===== src/rtl/mvm_pkg.sv =====
// mvm_pkg: shared sizes, counter widths and FSM states for the matrix-vector multiplier
package mvm_pkg;
  localparam int M = 16;
  localparam int N = 16;
  localparam int T = 8;
  localparam int OUT_W = 2 * T;
  localparam int MN = M * N;
  localparam int MN_W = $clog2(MN);
  localparam int CNT_W = $clog2(MN + 2);
  localparam int ROW_W = $clog2(M);
  localparam int COL_W = $clog2(N);
  localparam logic signed [OUT_W-1:0] SAT_MAX = {1'b0, {(OUT_W-1){1'b1}}};
  localparam logic signed [OUT_W-1:0] SAT_MIN = {1'b1, {(OUT_W-1){1'b0}}};
  typedef enum logic [2:0] {IDLE, LOAD_A, LOAD_X, COMPUTE, DONE, STREAM} state_t;
endpackage


===== src/rtl/mvm_mac.sv =====
// mvm_mac: signed TxT multiply into a 2T accumulator (saturating when MVM_SAT_EN is defined)
// Ports: clk, reset (async active-low), clr (restart sum with this product), en, a, b, acc.
module mvm_mac
  import mvm_pkg::*;
(
  input  logic                    clk,
  input  logic                    reset,
  input  logic                    clr,
  input  logic                    en,
  input  logic signed [T-1:0]     a,
  input  logic signed [T-1:0]     b,
  output logic signed [OUT_W-1:0] acc
);
  logic signed [OUT_W-1:0] prod, base, sum;
  assign prod = OUT_W'(a) * OUT_W'(b);
  assign base = clr ? '0 : acc;
`ifdef MVM_SAT_EN
  logic signed [OUT_W:0] wide;
  assign wide = {base[OUT_W-1], base} + {prod[OUT_W-1], prod};
  // overflow shows up as disagreement between the guard bit and the sign bit
  assign sum = (wide[OUT_W] != wide[OUT_W-1]) ? (wide[OUT_W] ? SAT_MIN : SAT_MAX) : wide[OUT_W-1:0];
`else
  assign sum = base + prod;
`endif
  always_ff @(posedge clk or negedge reset)
    if (!reset) acc <= '0;
    else if (en) acc <= sum;
endmodule


===== src/rtl/mvm_16_16_8_1.sv =====
// mvm_16_16_8_1: serial-load 16x16 signed matrix-vector multiplier with one MAC lane
// Ports: clk, reset (async active-low), loadMatrix/loadVector/start command pulses,
//        data_in (T-bit element), done (one-cycle pulse before streaming), data_out (2T-bit y).
// Build option: define MVM_SAT_EN for a saturating accumulator; default wraps.
module mvm_16_16_8_1
  import mvm_pkg::*;
(
  input  logic                    clk,
  input  logic                    reset,
  input  logic                    loadMatrix,
  input  logic                    loadVector,
  input  logic                    start,
  input  logic signed [T-1:0]     data_in,
  output logic                    done,
  output logic signed [OUT_W-1:0] data_out
);
  state_t state, nxt;
  logic [CNT_W-1:0] k;
  logic [COL_W-1:0] col;
  logic [ROW_W-1:0] row, wr_row;
  logic wr, mac_en;
  logic signed [T-1:0] a_mem [MN];
  logic signed [T-1:0] x_mem [N];
  logic signed [OUT_W-1:0] y_buf [M];
  logic signed [OUT_W-1:0] acc;
  assign col = k[COL_W-1:0];
  assign row = k[COL_W +: ROW_W];
  // k runs two counts past the last MAC so the final row is written back before DONE
  assign mac_en = state == COMPUTE && k < CNT_W'(MN);
  assign done = state == DONE;
  mvm_mac u_mac (
    .clk    (clk),
    .reset  (reset),
    .clr    (col == '0),
    .en     (mac_en),
    .a      (a_mem[k[MN_W-1:0]]),
    .b      (x_mem[col]),
    .acc    (acc)
  );
  always_comb begin
    nxt = state;
    case (state)
      IDLE:    nxt = loadMatrix ? LOAD_A : loadVector ? LOAD_X : start ? COMPUTE : IDLE;
      LOAD_A:  nxt = (k == CNT_W'(MN - 1)) ? IDLE : LOAD_A;
      LOAD_X:  nxt = (k == CNT_W'(N - 1)) ? IDLE : LOAD_X;
      COMPUTE: nxt = (k == CNT_W'(MN + 1)) ? DONE : COMPUTE;
      DONE:    nxt = STREAM;
      STREAM:  nxt = (k == CNT_W'(M - 1)) ? IDLE : STREAM;
      default: nxt = IDLE;
    endcase
  end
  always_ff @(posedge clk or negedge reset) begin
    if (!reset) begin
      state <= IDLE;
      k <= '0;
      wr <= 1'b0;
      wr_row <= '0;
      data_out <= '0;
    end else begin
      state <= nxt;
      // DONE emits y[0] itself, so STREAM resumes counting at 1
      k <= (state == IDLE || nxt != state) ? CNT_W'(state == DONE) : k + CNT_W'(1);
      wr <= mac_en && col == COL_W'(N - 1);
      wr_row <= row;
      if (state == DONE || state == STREAM) data_out <= y_buf[k[ROW_W-1:0]];
    end
  end
  // storage has no reset so operands survive an aborted load
  always_ff @(posedge clk) begin
    if (state == LOAD_A) a_mem[k[MN_W-1:0]] <= data_in;
    if (state == LOAD_X) x_mem[col] <= data_in;
    if (wr) y_buf[wr_row] <= acc;
  end
endmodule


===== config.mk =====
export PLATFORM = sky130hd
export DESIGN_NAME = mvm_16_16_8_1
export DESIGN_NICKNAME = d
export VERILOG_FILES = /design/src/rtl/mvm_pkg.sv /design/src/rtl/mvm_mac.sv /design/src/rtl/mvm_16_16_8_1.sv
export SDC_FILE = /design/constraint.sdc
export NUM_CORES = 2
export LEC_CHECK = 0
export CORE_ASPECT_RATIO = 0.7
export CORE_MARGIN = 3
export CORE_UTILIZATION = 25
export CTS_BUF_LIST = sky130_fd_sc_hd__clkbuf_8
export DETAILED_ROUTE_END_ITERATION = 7
export GPL_TIMING_DRIVEN = 0
export PLACE_DENSITY = 0.49
export SYNTH_ARGS = -nofsm -noshare
export SYNTH_HDL_FRONTEND = slang
export SYNTH_SLANG_ARGS = --single-unit

===== constraint.sdc =====
create_clock -name clk -period 15.45 [get_ports clk]
set_input_delay 3.09 -clock clk [delete_from_list [all_inputs] [get_ports clk]]
set_output_delay 3.09 -clock clk [all_outputs]
set_load 0.005 [all_outputs]

==> metrics.csv <==
stage,metric,value,unit
floorplanning,start_util,0.252,
setup_path,critical-path-max-stage-delay,1.12,ns
route,vias_per_cell,5.12,
placed_design,dpl.hpwl,255000,um
flow_run,drv_cap,0,
clock_network,hold_buffers,0,
sta,finalMaxSlewViolations,0,
setup_path,cp_data_required_time,16.33,ns
route,drtPass1Iterations,5,
global_route,grt_pass1_wl,498000,um
synth,ys_async_sr_fraction,0.0198,
synth,synthDistinctLibCells,78,
clock_network,cts-resized-gates,0,
route,ant_nets,0,
global_route,grt_start_max_net_pins,146,
route,dr_total_vias,54500,
synth,synth_edf_count,2432,
floorplanning,design.die.area,406000,um^2
floorplanning,row_count,193,
setup_path,cpMaxStageDelayCell,a221oi_1,
setup_path,worstPathArrival,12.64,ns
sta,grt_setup_unrepaired,false,
setup_path,cp_max_fo,10,
clock_network,cts_root_buffer,clkbuf_8,
route,wl_met2,151000,um
synth,ys_seq_area_frac,0.746,
power_and_ir_drop,peakVddDrop,67.6,uV
floorplanning,num_io_pins,30,
finish,postLayoutCoreUtil,0.290,
synth,synth.avg_cell_area,21.7,um^2
power_and_ir_drop,power_density,111,nW/um^2
placed_design,place_congestion,0.971,
synth,ys.flop_type,edfxtp_1,
route,wl_per_cell,36.0,um
sta,setup_violations,0,
power_and_ir_drop,p_leak,35.8,nW
global_route,antenna_found_initial,59,
setup_path,start_kind,register,
global_route,grt_usage,0.184,
setup_path,end_kind,register,
clock_network,post_cts_buffers,0,
clock_network,clk_path_buf_depth,4,
sta,max_freq,85.1,MHz
finish,area_growth,15.3,%
route,drtIter0Drc,9575,
sta,fin_crit_sh,0.761,
finish,fin_nets,5199,
synth,syn-cell-area,99500,um^2
clock_network,cts_buffers,395,
synth,synth_nets,4719,
run_status,status,"complete, no violations",
route,wl_met3,57500,um
global_route,grt_pass1_vias,51500,
sta,tightest_slew,1.49,ns
synth,yosysWarningCount,0,
route,top_layer_used,met5,
sta,max_slew_margin,0.00758,
clock_network,cts.sinks,2481,
sta,fin_setup_tns,0,ns
route,wl_met1,162000,um
finish,final.fill_count,38800,
finish,drive_above_1_share,0.265,
floorplanning,die_w,760,um
finish,seqCellArea,74300,um^2
setup_path,critical_path_class,register to register,
sta,final_hold_viol_count,0,
route,postRouteWirelength,383000,um
sta,period_needed,11.75,ns
sta,whs,0.477,ns
clock_network,cts.clk_slew.worst_paths,0.06,ns
sta,clock-skew-final,0.115,ns
finish,multi_input_area,23400,um^2
placed_design,port_buffers,29,
floorplanning,fp.dieH,534,um
clock_network,clk_latency,1.01,ns
route,drc,0,
synth,netlist_instances,4593,
synth,synth-seq-cells,2481,
min_path,hold_path_class,register to register,
floorplanning,core_area,396000,um^2
clock_network,htreeDepth,5,
clock_network,cts_tree,built,
global_route,grt_overflow_total,0,
[sequential cells by signal (all words and copies together) (netlist names), 3 cells and up]
signal     count
a_mem       2048
y_buf        256
x_mem        128
data_out      16
u_mac.acc     16
k              9
wr_row         4
state          3
[layout make-up]
| class | instances | area share |
|---|---|---|
| Antenna cell | 11 | 0.000240 |
| Buffer | 254 | 0.0149 |
| Clock buffer | 413 | 0.0496 |
| Clock inverter | 280 | 0.0119 |
| Inverter | 81 | 0.00265 |
| Multi-Input combinational cell | 1777 | 0.204 |
| Sequential cell | 2481 | 0.647 |
| Tap cell | 5265 | 0.0574 |
| Timing Repair Buffer | 83 | 0.0123 |
[worst max-delay path, delay by kind of cell, from the launching register on]
kind | cells | cell delay (ns)
buffers and inverters | 9 | 3.68
flip-flops | 1 | 0.40
AO/OA/AOI/OAI | 8 | 3.71
multiplexers | 1 | 0.46
AND/OR/NAND/NOR | 3 | 0.52
adder cells (fa/ha/maj) | 6 | 2.77
[layer usage]
layer / GRT usage / vias to the layer above
li1: - / 20100
met1: 0.268 / 29800
met2: 0.244 / 3936
met3: 0.0793 / 617
met4: 0.0549 / 2
met5: 0 / -
[placed cells by master (no fill, tap or decap), types with 18 or more instances in the layout]
master / Yosys / layout
clkinv_2: 0 / 36
dfrtp_1: 49 / 49
buf_6: 34 / 44
nand3_1: 33 / 33
a22oi_1: 47 / 47
buf_2: 73 / 88
o22ai_1: 22 / 22
fa_1: 71 / 71
buf_8: 7 / 23
nor3_1: 32 / 26
nor2_1: 338 / 324
mux4_1: 59 / 59
ha_1: 42 / 42
clkbuf_1: 68 / 44
edfxtp_1: 2432 / 2432
mux4_2: 635 / 635
clkbuf_2: 0 / 24
nand2_1: 137 / 137
and2_1: 18 / 18
inv_1: 81 / 222
mux2i_1: 74 / 71
a21oi_1: 33 / 33
buf_16: 0 / 22
clkinv_1: 0 / 82
nand2b_1: 26 / 26
clkdlybuf4s50_1: 0 / 20
clkbuf_8: 6 / 419
buf_4: 30 / 33
[report_power, final]
part           internal, mW  total [mW]  switching, mW
clock network          2.58        5.26           2.68
registers              7.38        7.38              0
logic                0.0135       0.119          0.105
[synth_stat cells, drive strengths merged (33+ instances only)]
master / number / area, um^2
nor2: 339 / 1270
inv: 81 / 304
nor3: 34 / 180
ha: 42 / 526
clkbuf: 76 / 353
edfxtp: 2432 / 73000
a21oi: 33 / 165
mux2i: 74 / 741
a22oi: 47 / 353
buf: 178 / 1300
mux4: 694 / 15900
nand3: 33 / 165
nand2: 137 / 514
fa: 71 / 1420
dfrtp: 49 / 1230
[metrics by stage]
stage | total power, mW | cells | instance area [um^2] | worst slack, ns
finish | 12.8 | 10600 | 115000 | 3.70
global route | 13.1 | 10600 | 115000 | 3.74
CTS | 12.8 | 10600 | 115000 | 4.07
detailed placement | 7.63 | 9937 | 108000 | 4.09
global placement | 7.69 | 9887 | 106000 | 2.61
floorplan | 7.52 | 4593 | 99500 | 8.27
[worst paths after layout]
check / start / end / slack (ns) / depth (start not counted)
max reg2reg: k[1] / u_mac.acc[14] / 3.70 / 27
max: k[1] / u_mac.acc[14] / 3.70 / 27
min in group asynchronous: reset / data_out[15] / 2.06 / 1
max in group asynchronous: reset / state[1] / 12.72 / 2
min: data_out[2] / data_out[2] / 0.48 / 2
min reg2reg: data_out[2] / data_out[2] / 0.48 / 2
[logic make-up (layout without fill, tap and decap cells)]
logic type,Yosys count,in the layout,synth area share
fa+ha+maj,113,113,0.0196
buf+inv,335,1111,0.0197
simple gates,672,672,0.0308
xor+xnor,24,24,0.00211
mux,781,781,0.168
other cells,0,11,0
flops,2481,2481,0.746
compound gates,187,187,0.0131
Note: power is estimated with default switching activity, not from simulation.
